<file path="config.mk">
export PLATFORM = sky130hd
export DESIGN_NAME = fifo_pop_reader_flat
export DESIGN_NICKNAME = d
export VERILOG_FILES = /design/src/rtl/fifo_rd_pkg.sv /design/src/rtl/fifo_pop_reader_if.sv /design/src/rtl/fifo_rd_buf.sv /design/src/rtl/fifo_pop_reader.sv /design/src/flat_wrapper.sv
export SDC_FILE = /design/constraint.sdc
export NUM_CORES = 1
export LEC_CHECK = 0
export CORE_ASPECT_RATIO = 1.1
export CORE_MARGIN = 3
export CORE_UTILIZATION = 53
export DETAILED_ROUTE_END_ITERATION = 12
export PLACE_DENSITY = 0.84
export SYNTH_ARGS = -nofsm -noshare
export SYNTH_HDL_FRONTEND = slang
export SYNTH_SLANG_ARGS = --single-unit
</file>
<file path="constraint.sdc">
create_clock -name clk -period 4.1 [get_ports clk]
set_input_delay 1.025 -clock clk [delete_from_list [all_inputs] [get_ports clk]]
set_output_delay 1.025 -clock clk [all_outputs]
set_load 0.02 [all_outputs]
</file>
<file path="src/rtl/fifo_rd_pkg.sv">
// Shared types and constants for the FIFO read-side pop engine.
package fifo_rd_pkg;

    typedef enum logic [1:0] {
        IDLE,
        RUN,
        STOP
    } rd_state_e;

    localparam int unsigned DEF_WIDTH    = 32;
    localparam int unsigned MAX_READ_LAT = 3;

    // Number of pops still travelling through the FIFO read pipeline.
    function automatic logic [1:0] popcount_lat(input logic [MAX_READ_LAT-1:0] v);
        logic [1:0] n;
        n = '0;
        for (int i = 0; i < MAX_READ_LAT; i++) begin
            n = n + 2'(v[i]);
        end
        return n;
    endfunction

endpackage

</file>
<file path="src/rtl/fifo_pop_reader_if.sv">
// FIFO read port plus valid/ready output stream seen by the pop reader.
interface fifo_pop_reader_if
    import fifo_rd_pkg::*;
#(
    parameter int unsigned WIDTH = DEF_WIDTH
) ();

    logic             fifo_pop;
    logic             fifo_empty;
    logic [WIDTH-1:0] fifo_data_out;
    logic             m_valid;
    logic             m_ready;
    logic [WIDTH-1:0] m_data;

    modport master (
        output fifo_pop,
        output m_valid,
        output m_data,
        input  fifo_empty,
        input  fifo_data_out,
        input  m_ready
    );

    modport slave (
        input  fifo_pop,
        input  m_valid,
        input  m_data,
        output fifo_empty,
        output fifo_data_out,
        output m_ready
    );

endinterface

</file>
<file path="src/rtl/fifo_rd_buf.sv">
// Small circular buffer holding captured FIFO words until the stream sink takes them.
module fifo_rd_buf #(
    parameter int unsigned WIDTH = 32,
    parameter int unsigned DEPTH = 2
) (
    input  logic                   clk,
    input  logic                   rst_n,
    input  logic                   wr_en,
    input  logic [WIDTH-1:0]       wr_data,
    input  logic                   rd_en,
    input  logic                   clr,
    output logic [WIDTH-1:0]       head,
    output logic [$clog2(DEPTH):0] occ
);

    localparam int unsigned PtrW = $clog2(DEPTH);
    localparam int unsigned OccW = PtrW + 1;

    logic [WIDTH-1:0] mem_q [DEPTH];
    logic [PtrW-1:0]  wr_ptr_q;
    logic [PtrW-1:0]  rd_ptr_q;
    logic [OccW-1:0]  occ_q;

    // Storage is reset too so the head reads zero straight out of reset.
    always_ff @(posedge clk or negedge rst_n) begin
        if (!rst_n) begin
            wr_ptr_q <= '0;
            rd_ptr_q <= '0;
            occ_q    <= '0;
            for (int i = 0; i < DEPTH; i++) begin
                mem_q[i] <= '0;
            end
        end else if (clr) begin
            wr_ptr_q <= '0;
            rd_ptr_q <= '0;
            occ_q    <= '0;
        end else begin
            if (wr_en) begin
                mem_q[wr_ptr_q] <= wr_data;
                wr_ptr_q        <= wr_ptr_q + PtrW'(1);
            end
            if (rd_en) begin
                rd_ptr_q <= rd_ptr_q + PtrW'(1);
            end
            case ({wr_en, rd_en})
                2'b10:   occ_q <= occ_q + OccW'(1);
                2'b01:   occ_q <= occ_q - OccW'(1);
                default: occ_q <= occ_q;
            endcase
        end
    end

    assign head = mem_q[rd_ptr_q];
    assign occ  = occ_q;

    // The pop credit scheme must never let a capture land on a full buffer.
    assert property (@(posedge clk) disable iff (!rst_n)
        (wr_en && !rd_en && !clr) |-> (occ_q != OccW'(DEPTH)));

endmodule

</file>
<file path="src/rtl/fifo_pop_reader.sv">
// Read-side engine: issues FIFO pops against buffer credit and streams words out in order.
// Optional FIFO_RD_CNT_EN adds a 16-bit rd_count of completed output transfers.
module fifo_pop_reader
    import fifo_rd_pkg::*;
#(
    parameter int unsigned WIDTH     = DEF_WIDTH,
    parameter int unsigned BUF_DEPTH = 2,
    parameter int unsigned READ_LAT  = 1
) (
    input  logic               clk,
    input  logic               rst_n,
    input  logic               en,
    input  logic               flush,
    fifo_pop_reader_if.master  bus,
    output logic               busy
`ifdef FIFO_RD_CNT_EN
    ,
    output logic [15:0]        rd_count
`endif
);

    localparam int unsigned OccW = $clog2(BUF_DEPTH) + 1;
    localparam int unsigned SumW = OccW + 1;

    if (BUF_DEPTH < 2 || (BUF_DEPTH & (BUF_DEPTH - 1)) != 0) begin : g_bad_depth
        $error("fifo_pop_reader: BUF_DEPTH must be a power of 2 and at least 2");
    end
    if (READ_LAT < 1 || READ_LAT > MAX_READ_LAT) begin : g_bad_lat
        $error("fifo_pop_reader: READ_LAT must be within 1..3");
    end

    rd_state_e             state_q, state_d;
    logic [READ_LAT-1:0]   pend_q, pend_d;
    logic [MAX_READ_LAT-1:0] pend_ext;
    logic [1:0]            inflight;
    logic [OccW-1:0]       occ;
    logic [WIDTH-1:0]      head;
    logic                  capture;
    logic                  xfer;
    logic                  pop;
    logic [SumW-1:0]       committed;
    logic [SumW-1:0]       limit;

    assign pend_ext = MAX_READ_LAT'(pend_q);
    assign inflight = popcount_lat(pend_ext);
    assign capture  = pend_q[READ_LAT-1];
    assign xfer     = bus.m_valid && bus.m_ready;

    // A word leaving this cycle frees its slot, so it is credited to the pop
    // decision; without that the pipe could not sustain one pop per cycle.
    assign committed = SumW'(occ) + SumW'(inflight);
    assign limit     = SumW'(BUF_DEPTH) + SumW'(xfer);

    assign pop = (state_q == RUN) && !bus.fifo_empty && !flush && (committed < limit);

    always_comb begin
        pend_d = '0;
        if (!flush) begin
            pend_d[0] = pop;
            for (int i = 1; i < READ_LAT; i++) begin
                pend_d[i] = pend_q[i-1];
            end
        end
    end

    always_comb begin
        state_d = state_q;
        case (state_q)
            IDLE: if (en) state_d = RUN;
            RUN:  if (!en) state_d = STOP;
            STOP: begin
                if (en) begin
                    state_d = RUN;
                end else if (inflight == '0 && occ == '0) begin
                    state_d = IDLE;
                end
            end
            default: state_d = IDLE;
        endcase
    end

    always_ff @(posedge clk or negedge rst_n) begin
        if (!rst_n) begin
            state_q <= IDLE;
            pend_q  <= '0;
        end else begin
            state_q <= state_d;
            pend_q  <= pend_d;
        end
    end

    fifo_rd_buf #(
        .WIDTH (WIDTH),
        .DEPTH (BUF_DEPTH)
    ) u_buf (
        .clk     (clk),
        .rst_n   (rst_n),
        .wr_en   (capture),
        .wr_data (bus.fifo_data_out),
        .rd_en   (xfer),
        .clr     (flush),
        .head    (head),
        .occ     (occ)
    );

    assign bus.fifo_pop = pop;
    assign bus.m_valid  = (occ != '0);
    assign bus.m_data   = head;
    assign busy         = (occ != '0) || (pend_q != '0);

`ifdef FIFO_RD_CNT_EN
    logic [15:0] rd_count_q;

    always_ff @(posedge clk or negedge rst_n) begin
        if (!rst_n) begin
            rd_count_q <= '0;
        end else if (flush) begin
            rd_count_q <= '0;
        end else if (xfer) begin
            rd_count_q <= rd_count_q + 16'd1;
        end
    end

    assign rd_count = rd_count_q;
`endif

endmodule

</file>
<file path="src/flat_wrapper.sv">
// flat-port wrapper written by rule: the top's interface ports become plain ports
module fifo_pop_reader_flat import fifo_rd_pkg::*;
#(
    parameter int unsigned WIDTH     = DEF_WIDTH,
    parameter int unsigned BUF_DEPTH = 2,
    parameter int unsigned READ_LAT  = 1
)
  (clk, rst_n, en, flush, busy, bus_fifo_pop, bus_m_valid, bus_m_data, bus_fifo_empty, bus_fifo_data_out, bus_m_ready);
  fifo_pop_reader_if #(.WIDTH(WIDTH)) bus_i ();
  input  logic clk;
  input  logic rst_n;
  input  logic en;
  input  logic flush;
  output logic busy;
  output wire logic [$bits(bus_i.fifo_pop)-1:0] bus_fifo_pop;
  output wire logic [$bits(bus_i.m_valid)-1:0] bus_m_valid;
  output wire logic [$bits(bus_i.m_data)-1:0] bus_m_data;
  input wire logic [$bits(bus_i.fifo_empty)-1:0] bus_fifo_empty;
  input wire logic [$bits(bus_i.fifo_data_out)-1:0] bus_fifo_data_out;
  input wire logic [$bits(bus_i.m_ready)-1:0] bus_m_ready;
  assign bus_fifo_pop = bus_i.fifo_pop;
  assign bus_m_valid = bus_i.m_valid;
  assign bus_m_data = bus_i.m_data;
  assign bus_i.fifo_empty = bus_fifo_empty;
  assign bus_i.fifo_data_out = bus_fifo_data_out;
  assign bus_i.m_ready = bus_m_ready;
  fifo_pop_reader #(.WIDTH(WIDTH), .BUF_DEPTH(BUF_DEPTH), .READ_LAT(READ_LAT)) u_core (.clk(clk), .rst_n(rst_n), .en(en), .flush(flush), .bus(bus_i), .busy(busy));
endmodule
</file>
After elaboration in Yosys (flattened, before gate mapping)
Index checks and enable logic that the tools add are counted.

Register bits after elaboration: 71. Logic and storage cells: 63. Output and inout port bits: 35. Input port bits: 38.

Mux-type cells: 18. Bitwise operators: 3. $add $sub $neg: 6. Reduce and logical (&&, ||, !) cells: 18. $lt $le $gt $ge: 4. Eq/ne operators: 7.

Operators by type and width (number): 32-bit two-way mux (4); 64-bit bitwise mux (1); 32-bit demux with 1-bit select (1); 2-bit two-way mux (5); 1-bit logical AND (6); 2-bit zero test (3); 2-bit case mux with 3 select lines (1); 2-bit nonzero test (3); 1-bit two-way mux (5); 2-bit by 1-bit == test with 1-bit output, second input constant (2); 2-bit == test, second input constant (2); 2-bit >= comparator, second input constant (2); 2-bit != test, second input constant (2); 1-bit NOT with 2-bit output (2); 2-bit case mux with 2 select lines (1); 2-bit by 1-bit adder with 3-bit output (1); 2-bit by 1-bit adder with 3-bit output, first input constant (1); 3-bit less-than comparator (1); 3-bit by 2-bit != test with 1-bit output, second input constant (1); 3-bit AND reduction (1); 3-bit nonzero test (1); 1-bit adder, second input constant (2); 2-bit by 1-bit adder with 2-bit output, second input constant (1); 1-bit zero test (2); other kinds (5) (5).

Logic depth before layout (Yosys ltp)
Gate-level depths: netlist of the first run.

Depth after elaboration: 6. Depth in mapped cells: 5. Gate-level depth less buffers: 4.

Modules after synthesis
A second synthesis of the first run with hierarchy kept.

Cell total of the unflattened synthesis: 205. Area, all modules: 3175.5 um^2.

By module, submodules not included: fifo_rd_buf (cells an instance 189, area each 2971.6 um^2, seq. area each 1701.6 um^2, instances 1); fifo_pop_reader (cells an instance 16, area each 203.9 um^2, seq. area each 75.1 um^2, instances 1).

Least setup slack after synthesis of the first run
OpenSTA, ideal clock, no wires.

Path type: input to output. Start point: input flush. End point: output bus_fifo_pop. Stages: 2. Path slack: 1.522 ns. Buffers on the path: 0. Required time: 3.075 ns. Data arrival time: 1.553 ns. Cell sequence: nor4_1 -> and2_1.

Word-level cells in the longest chain between the ends: 3.

RTL lines: start, declared (line flat_wrapper.sv:13) `input logic flush;`; 1-bit zero test (line fifo_pop_reader.sv:54) `assign pop = (state_q == RUN) && !bus.fifo_empty && !flush && (committed < limit);`; 1-bit logical AND (2 in series) (line fifo_pop_reader.sv:54); end, declared (line flat_wrapper.sv:15) `output wire logic [$bits(bus_i.fifo_pop)-1:0] bus_fifo_pop;`.

No other way between the ends.

Final worst setup path of the first run
Ends and elaborated chain as after synthesis.

==> flow_metrics.env, run 1 <==
export IMPL_place_congestion=0.776
export IMPL_ys_types=24
export IMPL_power_static_leakage_nw=1.87
export IMPL_design_die_area_um2=6840
export IMPL_power_ir_vdd_worst_v=0.000354
export IMPL_grt_total_usage_pct=19.7
export IMPL_muxShareOfSynthArea_pct=35.3
export IMPL_intPower_mw=1.61
export IMPL_diodes=0
export IMPL_synth_largest_area_cell="sky130_fd_sc_hd__dfrtp_1"
export IMPL_critical_path_arrival_ns=2.68
export IMPL_routed_via_density=5.20
export IMPL_cellPowerDensity_nw_per_um2=525
export IMPL_post_synth_fa_ha_maj_area_fraction_pct=0.803
export IMPL_synth_main_ff_cell="sky130_fd_sc_hd__dfrtp_1"
export IMPL_register_area_share_after_synthesis_pct=57.0
export IMPL_post_syn_area_per_cell_um2=15.1
export IMPL_remaining_drc_errors=0
export IMPL_worst_skew_pair_late_latency_ns=0.34
export IMPL_slew_limit_headroom_pct=41.6
export IMPL_worst_ep_required_time_ns=3.07
export IMPL_final_setup_skew_ns=0.00430
export IMPL_ctsRootBufferMaster="sky130_fd_sc_hd__clkbuf_8"
export IMPL_first_iter_violations=59
export IMPL_routed_wl_um=5980
export IMPL_layout_drive_gt1_share_pct=31.8
export IMPL_dominant_combinational_cell_family_by_area_after_synthesis="multiplexers"
export IMPL_worst_setup_hold_path_clk_slew_ns=0.07
export IMPL_synth_enable_flop_cells=0
export IMPL_dp_hpwl_um=4170
export IMPL_max_clock_freq_mhz=270
export IMPL_core_area_um2=5540
export IMPL_slew_viol_final=0
export IMPL_hold_viol=0
export IMPL_die_height_um=86.4
export IMPL_endpoint_kind="output port"
export IMPL_worst_setup_path_type="in -> out"
export IMPL_initial_core_util_pct=56.3
export IMPL_via_count_of_the_routed_design=1892
export IMPL_clk_path_buf_depth=2
export IMPL_cts_buffers_inserted=9
export IMPL_grt_antenna_before_repair=0
export IMPL_worst_slew_pin_transition_ns=0.874
export IMPL_design_final_nets=324
export IMPL_final_antenna_net_count=0
export IMPL_areaGrowthSynthToFinish_pct=33.5
export IMPL_synth_seq_cells=71
export IMPL_worst_hold_path_type="reg -> reg"
export IMPL_cts_hold_fix_buffers=0
export IMPL_post_synthesis_simple_gate_area_fraction_pct=2.97
export IMPL_die_width_um=79.1
export IMPL_run_status="completed"
export IMPL_sw_pwr_mw=0.577
export IMPL_clockPowerShare_pct=30.8
export IMPL_yosys_area_top_type_share_pct=57.0
export IMPL_syn_instance_count=206
export IMPL_cp_start_kind="input port"
export IMPL_rsz0062_at_grt="no"
export IMPL_pre_cts_slack_ns=0.410
export IMPL_yosysWarningCount=0
export IMPL_io_buffers=72
export IMPL_post_cts_setup_buffers=0
export IMPL_cts_tree="done"
export IMPL_final_cell_mix="sky130_fd_sc_hd__clkdlybuf4s50_1, sky130_fd_sc_hd__dfrtp_1, sky130_fd_sc_hd__mux2_2"
export IMPL_globalRouteOverflowTotal=0
export IMPL_vias_in_the_first_global_route=2080
export IMPL_ioPinCount=73
export IMPL_grt_first_pass_wirelength_um=10200
export IMPL_grt_start_max_net_pins=40
export IMPL_syn_num_nets=246
export IMPL_synthXorXnorAreaFrac_pct=0.562
export IMPL_timing_critical_path_fanout_max=7
export IMPL_post_cts_resized=0
export IMPL_timing_final_crit_share_pct=90.4
export IMPL_worst_setup_slack_after_layout_ns=0.392
export IMPL_switch_share_pct=26.4
export IMPL_combPwrFrac_pct=27.9
export IMPL_sequentialPowerShare_pct=41.3
export IMPL_synth_compound_area_share_pct=1.33
export IMPL_synth_area_top_cells="sky130_fd_sc_hd__dfrtp_1, sky130_fd_sc_hd__mux2_2, sky130_fd_sc_hd__mux2_1"
export IMPL_finalSetupViolCount=0
export IMPL_finalSetupTns_ns=0
export IMPL_clkSinkCount=71
export IMPL_max_cap_violations=0
export IMPL_cts_htree_levels=3
export IMPL_standard_cell_row_count=28
export IMPL_drt_pass1_iterations=4
export IMPL_detail_route_wl_per_cell_um=16.4
export IMPL_post_synth_instance_area_um2=3120
export IMPL_fin_crit_ns=3.71
export IMPL_ys_async_sr_fraction_pct=100
## power groups by stage
stage          sequential, mW  clock [mW]  combinational, mW
6_report                0.901       0.672              0.608
5_1_grt                 0.917       0.717              0.654
4_1_cts                 0.901       0.683              0.618
3_5_place_dp            0.913           0              0.613
3_3_place_gp            0.903           0              0.603
2_1_floorplan           0.889           0              0.348
## layout make-up
cell class                 instances  area (µm²)
sequential                        71        1780
fill                             402        1380
multi-input combinational        124        1280
timing repair buffer              78         761
clock buffer                      10         138
clock inverter                     6         108
tap                               75        93.8
## per-stage QoR
step	area, µm²	hold slack, ns	std cells	power (mW)	util [%]
2_1_floorplan	3120	0.443	206	1.24	-
3_3_place_gp	3910	0.459	348	1.51	70.7
3_5_place_dp	3910	0.468	348	1.53	70.7
4_1_cts	4160	0.477	364	2.20	75.1
5_1_grt	4160	0.498	364	2.29	75.1
6_report	4160	0.479	364	2.18	75.1
## sequential cells by signal, summed over array words and instances (netlist names)
signal,flops
u_core.state_q,2
u_core.u_buf.occ,2
u_core.capture,1
u_core.u_buf.wr_ptr_q,1
u_core.u_buf.mem_q,64
u_core.u_buf.rd_ptr_q,1
## kinds of logic after synthesis
group | count (synthesis)
fa+ha+maj | 2
mux | 98
compound gates | 7
xor+xnor | 2
flops | 71
buf+inv | 11
simple gates | 15
## path summary, 6_finish.rpt
check                                  start                endpoint  slack (ns)  cells past startpoint
max                                    flush            bus_fifo_pop        0.39                      4
max reg2reg                   u_core.capture  u_core.u_buf.mem_q[18]        1.98                      3
min                        u_core.state_q[0]       u_core.state_q[0]        0.48                      1
max in group asynchronous              rst_n  u_core.u_buf.mem_q[37]        2.40                      2
min in group asynchronous              rst_n  u_core.u_buf.mem_q[20]        0.78                      1
min reg2reg                u_core.state_q[0]       u_core.state_q[0]        0.48                      1
## routing by layer
metal	GRT usage [%]	part of all wire, %	vias up
met2	32.2	51	42
met3	5.30	3.3	10
met4	8.91	2.1	0
li1	-	-	898
met5	0	0	-
met1	24.6	44	942
## critical path: stages
cell and delay, ns:
sky130_fd_sc_hd__clkdlybuf4s50_1 0.49, sky130_fd_sc_hd__nor4_1 0.38, sky130_fd_sc_hd__and2_1 0.18, sky130_fd_sc_hd__clkdlybuf4s50_1 0.60
## cells in the mapped netlist (2+ instances only)
cell	n
sky130_fd_sc_hd__dfrtp_1	71
sky130_fd_sc_hd__mux2_2	66
sky130_fd_sc_hd__mux2_1	30
sky130_fd_sc_hd__buf_2	7
sky130_fd_sc_hd__buf_4	3
sky130_fd_sc_hd__o21ai_0	3
sky130_fd_sc_hd__a21oi_1	2
sky130_fd_sc_hd__and2_1	2
sky130_fd_sc_hd__ha_1	2
sky130_fd_sc_hd__mux2i_1	2
sky130_fd_sc_hd__nand2b_1	2
sky130_fd_sc_hd__nand3b_1	2
sky130_fd_sc_hd__nor2_1	2
sky130_fd_sc_hd__or2_2	2
Note: power is estimated with default switching activity, not from simulation.
==> run 2: changes to the inputs <==
SLEW_MARGIN = 20   (was not set)
==> results of run 2 <==
Same layout as run 1: the final DEF is identical, and so are final timing and power.
